`src/rtl/hazard_ctrl_unit.sv`:
```
// Hazard control for a five-stage pipeline: operand forwarding, load-use and
// multi-cycle load stalls, branch flushes, and saturating stall/flush counters.
module hazard_ctrl_unit #(
   parameter int REG_AW   = 5,
   parameter int LOAD_LAT = 2,
   parameter int CNT_W    = 16
) (
   input  logic              clk,
   input  logic              rst,
   input  logic [REG_AW-1:0] Rs1D,
   input  logic [REG_AW-1:0] Rs2D,
   input  logic [REG_AW-1:0] Rs1E,
   input  logic [REG_AW-1:0] Rs2E,
   input  logic [REG_AW-1:0] RdE,
   input  logic              MemReadE,
   input  logic              MemReadM,
   input  logic [REG_AW-1:0] RdM,
   input  logic [REG_AW-1:0] RdW,
   input  logic              RegWriteM,
   input  logic              RegWriteW,
   input  logic              PCSrcE,
   output logic [1:0]        ForwardAE,
   output logic [1:0]        ForwardBE,
   output logic              StallF,
   output logic              StallD,
   output logic              StallE,
   output logic              StallM,
   output logic              FlushD,
   output logic              FlushE,
   output logic              FlushW,
   output logic              busy,
   output logic [CNT_W-1:0]  stall_cnt,
   output logic [CNT_W-1:0]  flush_cnt
);

   localparam int CW = ($clog2(LOAD_LAT) < 1) ? 1 : $clog2(LOAD_LAT);
   localparam logic [CW-1:0]    CNT_LOAD = CW'((LOAD_LAT > 1) ? (LOAD_LAT - 2) : 0);
   localparam logic [CW-1:0]    CNT_ONE  = CW'(1);
   localparam logic [CNT_W-1:0] CTR_ONE  = CNT_W'(1);
   localparam logic [CNT_W-1:0] CTR_MAX  = {CNT_W{1'b1}};

   typedef enum logic {RUN = 1'b0, WAIT = 1'b1} state_t;

   state_t          state_r, state_nxt_s;
   logic [CW-1:0]   cnt_r, cnt_nxt_s;
   logic            mem_stall_s;
   logic            lw_stall_s;
   logic [1:0]      fwd_a_s, fwd_b_s;
   logic            stall_f_s, stall_d_s, stall_e_s, stall_m_s;
   logic            flush_d_s, flush_e_s, flush_w_s;
   logic [CNT_W-1:0] stall_cnt_r, flush_cnt_r;

   // M-stage match wins over W-stage match; register x0 is never forwarded.
   function automatic logic [1:0] fwd_sel(input logic [REG_AW-1:0] src,
                                          input logic [REG_AW-1:0] rd_m,
                                          input logic [REG_AW-1:0] rd_w,
                                          input logic              we_m,
                                          input logic              we_w);
      logic [1:0] sel;
      if (we_m && (rd_m != '0) && (rd_m == src)) begin
         sel = 2'b10;
      end else if (we_w && (rd_w != '0) && (rd_w == src)) begin
         sel = 2'b01;
      end else begin
         sel = 2'b00;
      end
      return sel;
   endfunction

   assign lw_stall_s = MemReadE && (RdE != '0) && ((RdE == Rs1D) || (RdE == Rs2D));

   // State and wait-counter register.
   always_ff @(posedge clk or posedge rst) begin
      if (rst) begin
         state_r <= RUN;
         cnt_r   <= '0;
      end else begin
         state_r <= state_nxt_s;
         cnt_r   <= cnt_nxt_s;
      end
   end

   // Load-latency FSM: the first M cycle of a load stalls and arms the counter.
   always_comb begin
      state_nxt_s = state_r;
      cnt_nxt_s   = cnt_r;
      mem_stall_s = 1'b0;
      case (state_r)
         RUN: begin
            if (MemReadM && (LOAD_LAT > 1)) begin
               mem_stall_s = 1'b1;
               cnt_nxt_s   = CNT_LOAD;
               state_nxt_s = WAIT;
            end else begin
               state_nxt_s = RUN;
            end
         end
         WAIT: begin
            if (cnt_r != '0) begin
               mem_stall_s = 1'b1;
               cnt_nxt_s   = cnt_r - CNT_ONE;
            end else begin
               state_nxt_s = RUN;
            end
         end
         default: begin
            state_nxt_s = RUN;
            cnt_nxt_s   = '0;
         end
      endcase
   end

   // Stall/flush/forward decode; everything is forced low while reset is held.
   always_comb begin
      fwd_a_s   = 2'b00;
      fwd_b_s   = 2'b00;
      stall_f_s = 1'b0;
      stall_d_s = 1'b0;
      stall_e_s = 1'b0;
      stall_m_s = 1'b0;
      flush_d_s = 1'b0;
      flush_e_s = 1'b0;
      flush_w_s = 1'b0;
      if (rst) begin
         fwd_a_s = 2'b00;
      end else if (mem_stall_s) begin
         fwd_a_s   = fwd_sel(Rs1E, RdM, RdW, RegWriteM, RegWriteW);
         fwd_b_s   = fwd_sel(Rs2E, RdM, RdW, RegWriteM, RegWriteW);
         stall_f_s = 1'b1;
         stall_d_s = 1'b1;
         stall_e_s = 1'b1;
         stall_m_s = 1'b1;
         flush_w_s = 1'b1;
      end else begin
         fwd_a_s   = fwd_sel(Rs1E, RdM, RdW, RegWriteM, RegWriteW);
         fwd_b_s   = fwd_sel(Rs2E, RdM, RdW, RegWriteM, RegWriteW);
         stall_f_s = lw_stall_s;
         stall_d_s = lw_stall_s;
         flush_d_s = PCSrcE;
         flush_e_s = lw_stall_s || PCSrcE;
      end
   end

   // Saturating performance counters.
   always_ff @(posedge clk or posedge rst) begin
      if (rst) begin
         stall_cnt_r <= '0;
         flush_cnt_r <= '0;
      end else begin
         if (stall_f_s && (stall_cnt_r != CTR_MAX)) begin
            stall_cnt_r <= stall_cnt_r + CTR_ONE;
         end else begin
            stall_cnt_r <= stall_cnt_r;
         end
         if (flush_d_s && (flush_cnt_r != CTR_MAX)) begin
            flush_cnt_r <= flush_cnt_r + CTR_ONE;
         end else begin
            flush_cnt_r <= flush_cnt_r;
         end
      end
   end

   assign ForwardAE = fwd_a_s;
   assign ForwardBE = fwd_b_s;
   assign StallF    = stall_f_s;
   assign StallD    = stall_d_s;
   assign StallE    = stall_e_s;
   assign StallM    = stall_m_s;
   assign FlushD    = flush_d_s;
   assign FlushE    = flush_e_s;
   assign FlushW    = flush_w_s;
   assign busy      = (state_r == WAIT);
   assign stall_cnt = stall_cnt_r;
   assign flush_cnt = flush_cnt_r;

endmodule
```
`config.mk`:
```
export PLATFORM = sky130hd
export DESIGN_NAME = hazard_ctrl_unit
export DESIGN_NICKNAME = d
export VERILOG_FILES = /design/src/rtl/hazard_ctrl_unit.sv
export SDC_FILE = /design/constraint.sdc
export NUM_CORES = 1
export LEC_CHECK = 0
export ABC_AREA = 1
export CAP_MARGIN = 20
export CELL_PAD_IN_SITES_DETAIL_PLACEMENT = 0
export CELL_PAD_IN_SITES_GLOBAL_PLACEMENT = 1
export CORE_AREA = 2 2 87 89
export CTS_BUF_LIST = sky130_fd_sc_hd__clkbuf_2 sky130_fd_sc_hd__clkbuf_4 sky130_fd_sc_hd__clkbuf_8
export DETAILED_ROUTE_END_ITERATION = 16
export DIE_AREA = 0 0 89 91
export HOLD_SLACK_MARGIN = 0.1
export PLACE_DENSITY = 0.86
export RECOVER_POWER = 25
export SLEW_MARGIN = 20
export SYNTH_ARGS = -nofsm -noshare
export SYNTH_HDL_FRONTEND = slang
export SYNTH_SLANG_ARGS = --single-unit
```
`constraint.sdc`:
```
create_clock -name clk -period 3.7 [get_ports clk]
set_clock_uncertainty 0.2 [all_clocks]
set_input_delay 0.74 -clock clk [delete_from_list [all_inputs] [get_ports clk]]
set_output_delay 0.74 -clock clk [all_outputs]
set_load 0.01 [all_outputs]
```
==> flow_summary.json, run 1 <==
{
  "outcome": "finished, final reports clean",
  "clockPowerShare_pct": 25.5,
  "start_util_pct": 33.4,
  "synthFlopType": "dfrtp_1",
  "power.switching_mw": 0.376,
  "cellLeakagePower_nw": 1.65,
  "vias_per_cell": 4.42,
  "rows": 31,
  "fin_setup_tns_ps": 0,
  "peakVddDrop_mv": 0.146,
  "p_seq_share_pct": 41.3,
  "max_slew_margin_pct": 33.3,
  "n_antenna_cell": 0,
  "post_cts_resized": 0,
  "nFillCells": 751,
  "globalRouteTotalUtil_pct": 15.2,
  "die_h_um": 91,
  "numCtsBuffers": 5,
  "grt_pass1_wl_um": 10100,
  "clk_pin_slew_worst_paths_ps": 70,
  "drtIter0Drc": 57,
  "reg2reg_slack_ps": 1520,
  "rsz0062_at_grt": "false",
  "async_reset_ff_share_pct": 100,
  "utilization_pct": 48.3,
  "clk_path_buf_depth": 2,
  "syn_area_um2": 2380,
  "core-area_um2": 7140,
  "synthTopCellsByArea": "dfrtp_1 35%, nand2_1 17%, inv_1 8.0%",
  "synthCells": 340,
  "comb_power_share_pct": 33.1,
  "finalSetupViolCount": 0,
  "vias": 2352,
  "hold_class": "reg2reg",
  "syn_area_per_cell_um2": 7.01,
  "power_density_nw_per_um2": 341,
  "ys_warn_count": 0,
  "yosysUniqueCellTypes": 29,
  "end_kind": "output pin",
  "post_drt_wl_per_cell_um": 10.8,
  "cts_htree_levels": 2,
  "clock_sinks": 33,
  "drt_wl_total_um": 5770,
  "p_sw_share_pct": 32.0,
  "yosysTopAreaCell": "dfrtp_1",
  "finish.net_count": 476,
  "stdcell_count": 532,
  "syn_to_final_growth_pct": 44.5,
  "ys_seq_area_share_pct": 34.6,
  "worst_skew_pair.late_latency_ps": 280,
  "globalRoute.totalOverflow": 0,
  "layout-drive-gt1-share_pct": 6.93,
  "ys_seq_elements": 33,
  "drv_slew": 0,
  "postRouteAntennaNets": 0,
  "cts_hold_buffers": 0,
  "io_pins": 86,
  "drt_first_pass_iters": 4,
  "maxCapViolCount": 0,
  "io_buffers": 85,
  "gp_congestion": 0.783,
  "timing.final.ws_setup_ps": 176,
  "cts_tree": "yes",
  "worstSetupPathType": "in2out",
  "yosysTopAreaCellShare_pct": 34.6,
  "cts_root_buffer": "clkbuf_8",
  "worst_pin_slew_ps": 1000,
  "pre_cts_ws_ps": 159,
  "dpl.cell_count": 524,
  "fp.dieArea_um2": 8100,
  "grt_pass1_vias": 2245,
  "cts_setup_buffers": 0,
  "synth_nets": 384,
  "cp_max_fo": 2,
  "grt_max_degree": 20,
  "start_kind": "input pin",
  "dpl.hpwl_um": 4680,
  "final_hold_viol_count": 0,
  "crit_required_ps": 2760,
  "synth_edf_count": 0,
  "fp.dieW_um": 89,
  "min_period_ps": 3520,
  "p_int_mw": 0.797,
  "fmax_mhz": 284,
  "finalCritPeriodShare_pct": 95.2,
  "drc_errors": 0,
  "antenna_found_initial": 0,
  "critical_path_arrival_ps": 2580
}
[cell families (layout without fill, tap and decap cells)]
group | Yosys count | after routing | synth area share, %
simple gates | 196 | 196 | 36.5
buf+inv | 61 | 154 | 11.3
xor+xnor | 37 | 37 | 13.6
flops | 33 | 33 | 34.6
compound gates | 11 | 11 | 2.94
fa+ha+maj | 2 | 2 | 1.05
[routing by layer]
metal | part of all wire (%) | track usage, % | vias to the layer above
met1 | 46 | 20.5 | 1067
met5 | 0 | 0 | -
met4 | 0.71 | 2.36 | 0
met3 | 3.8 | 2.91 | 4
met2 | 50 | 25.5 | 45
li1 | - | - | 1236
[power groups by stage]
stage	clock (mW)	combinational, mW	sequential, mW
after floorplan	0	0.168	0.506
after global placement	0	0.388	0.490
after detailed placement	0	0.395	0.493
after CTS	0.310	0.397	0.485
after global routing	0.331	0.431	0.497
final	0.300	0.389	0.485
[cell type report]
cell class	instances	area (µm²)	area share, %
clock buffer	7	96.3	2.80
clock inverter	1	5.00	0.145
inverter	54	205	5.96
multi-input combinational	246	1290	37.4
sequential	33	826	24.0
tap	99	124	3.60
timing repair buffer	92	900	26.1
[critical path, stage by stage]
cell and delay, ps:
clkdlybuf4s50_1 420, or2_2 300, o41ai_1 240, inv_1 100, nand2_1 90, inv_1 40, nor2_1 100, clkdlybuf4s50_1 550
[synth_stat cells (all sizes together) (2+ instances only)]
library cell and count:
o21ai 5, inv 54, nor2 38, a21oi 2
nand2 112, xor2 19, buf 7, nand4 10
o41ai 2, nor3 6, nand3 27, dfrtp 33
ha 2, xnor2 18
[cell usage in the layout (no fill, tap or decap), types with 4 or more instances in the layout]
| master | synthesis | final |
|---|---|---|
| dfrtp_1 | 33 | 33 |
| nand4_1 | 9 | 9 |
| clkdlybuf4s50_1 | 0 | 83 |
| xnor2_1 | 18 | 18 |
| nor2_1 | 32 | 32 |
| nor2_2 | 4 | 4 |
| buf_4 | 4 | 6 |
| clkbuf_8 | 0 | 7 |
| o21ai_0 | 5 | 5 |
| inv_1 | 51 | 52 |
| nand3_1 | 25 | 25 |
| xor2_1 | 19 | 19 |
| nand2_1 | 109 | 109 |
| nor3_1 | 5 | 5 |
[per-stage QoR]
| stage | cell area (µm²) | hold slack (ps) | power [mW] |
|---|---|---|---|
| 2_1_floorplan | 2380 | 279 | 0.673 |
| 4_1_cts | 3450 | 234 | 1.19 |
| 3_3_place_gp | 3350 | 228 | 0.877 |
| 5_1_grt | 3440 | 247 | 1.26 |
| 6_report | 3440 | 228 | 1.17 |
| 3_5_place_dp | 3350 | 225 | 0.888 |
[state kept, by name, summed over array words and instances, names as in the netlist]
| signal | cells |
|---|---|
| busy | 1 |
| flush_cnt | 16 |
| stall_cnt | 16 |
[final timing paths]
| check | startpoint | to | cells past startpoint |
|---|---|---|---|
| hold / removal | busy$_DFF_PP0_ | busy$_DFF_PP0_ | 1 |
| min in group asynchronous | rst | stall_cnt[10]$_DFFE_PP0P_ | 3 |
| hold reg to reg | busy$_DFF_PP0_ | busy$_DFF_PP0_ | 1 |
| max in group asynchronous | rst | flush_cnt[4]$_DFFE_PP0P_ | 3 |
| setup reg to reg | flush_cnt[0]$_DFFE_PP0P_ | flush_cnt[15]$_DFFE_PP0P_ | 9 |
| setup / recovery | RdM[2] | ForwardAE[0] | 8 |
No activity file was read; power rests on OpenSTA's default activity.
==> inputs of run 2 (changes only) <==
- TNS_END_PERCENT: not set -> 10
==> results of run 2 <==
The final DEF is identical to that of run 1; final timing and power are the same.
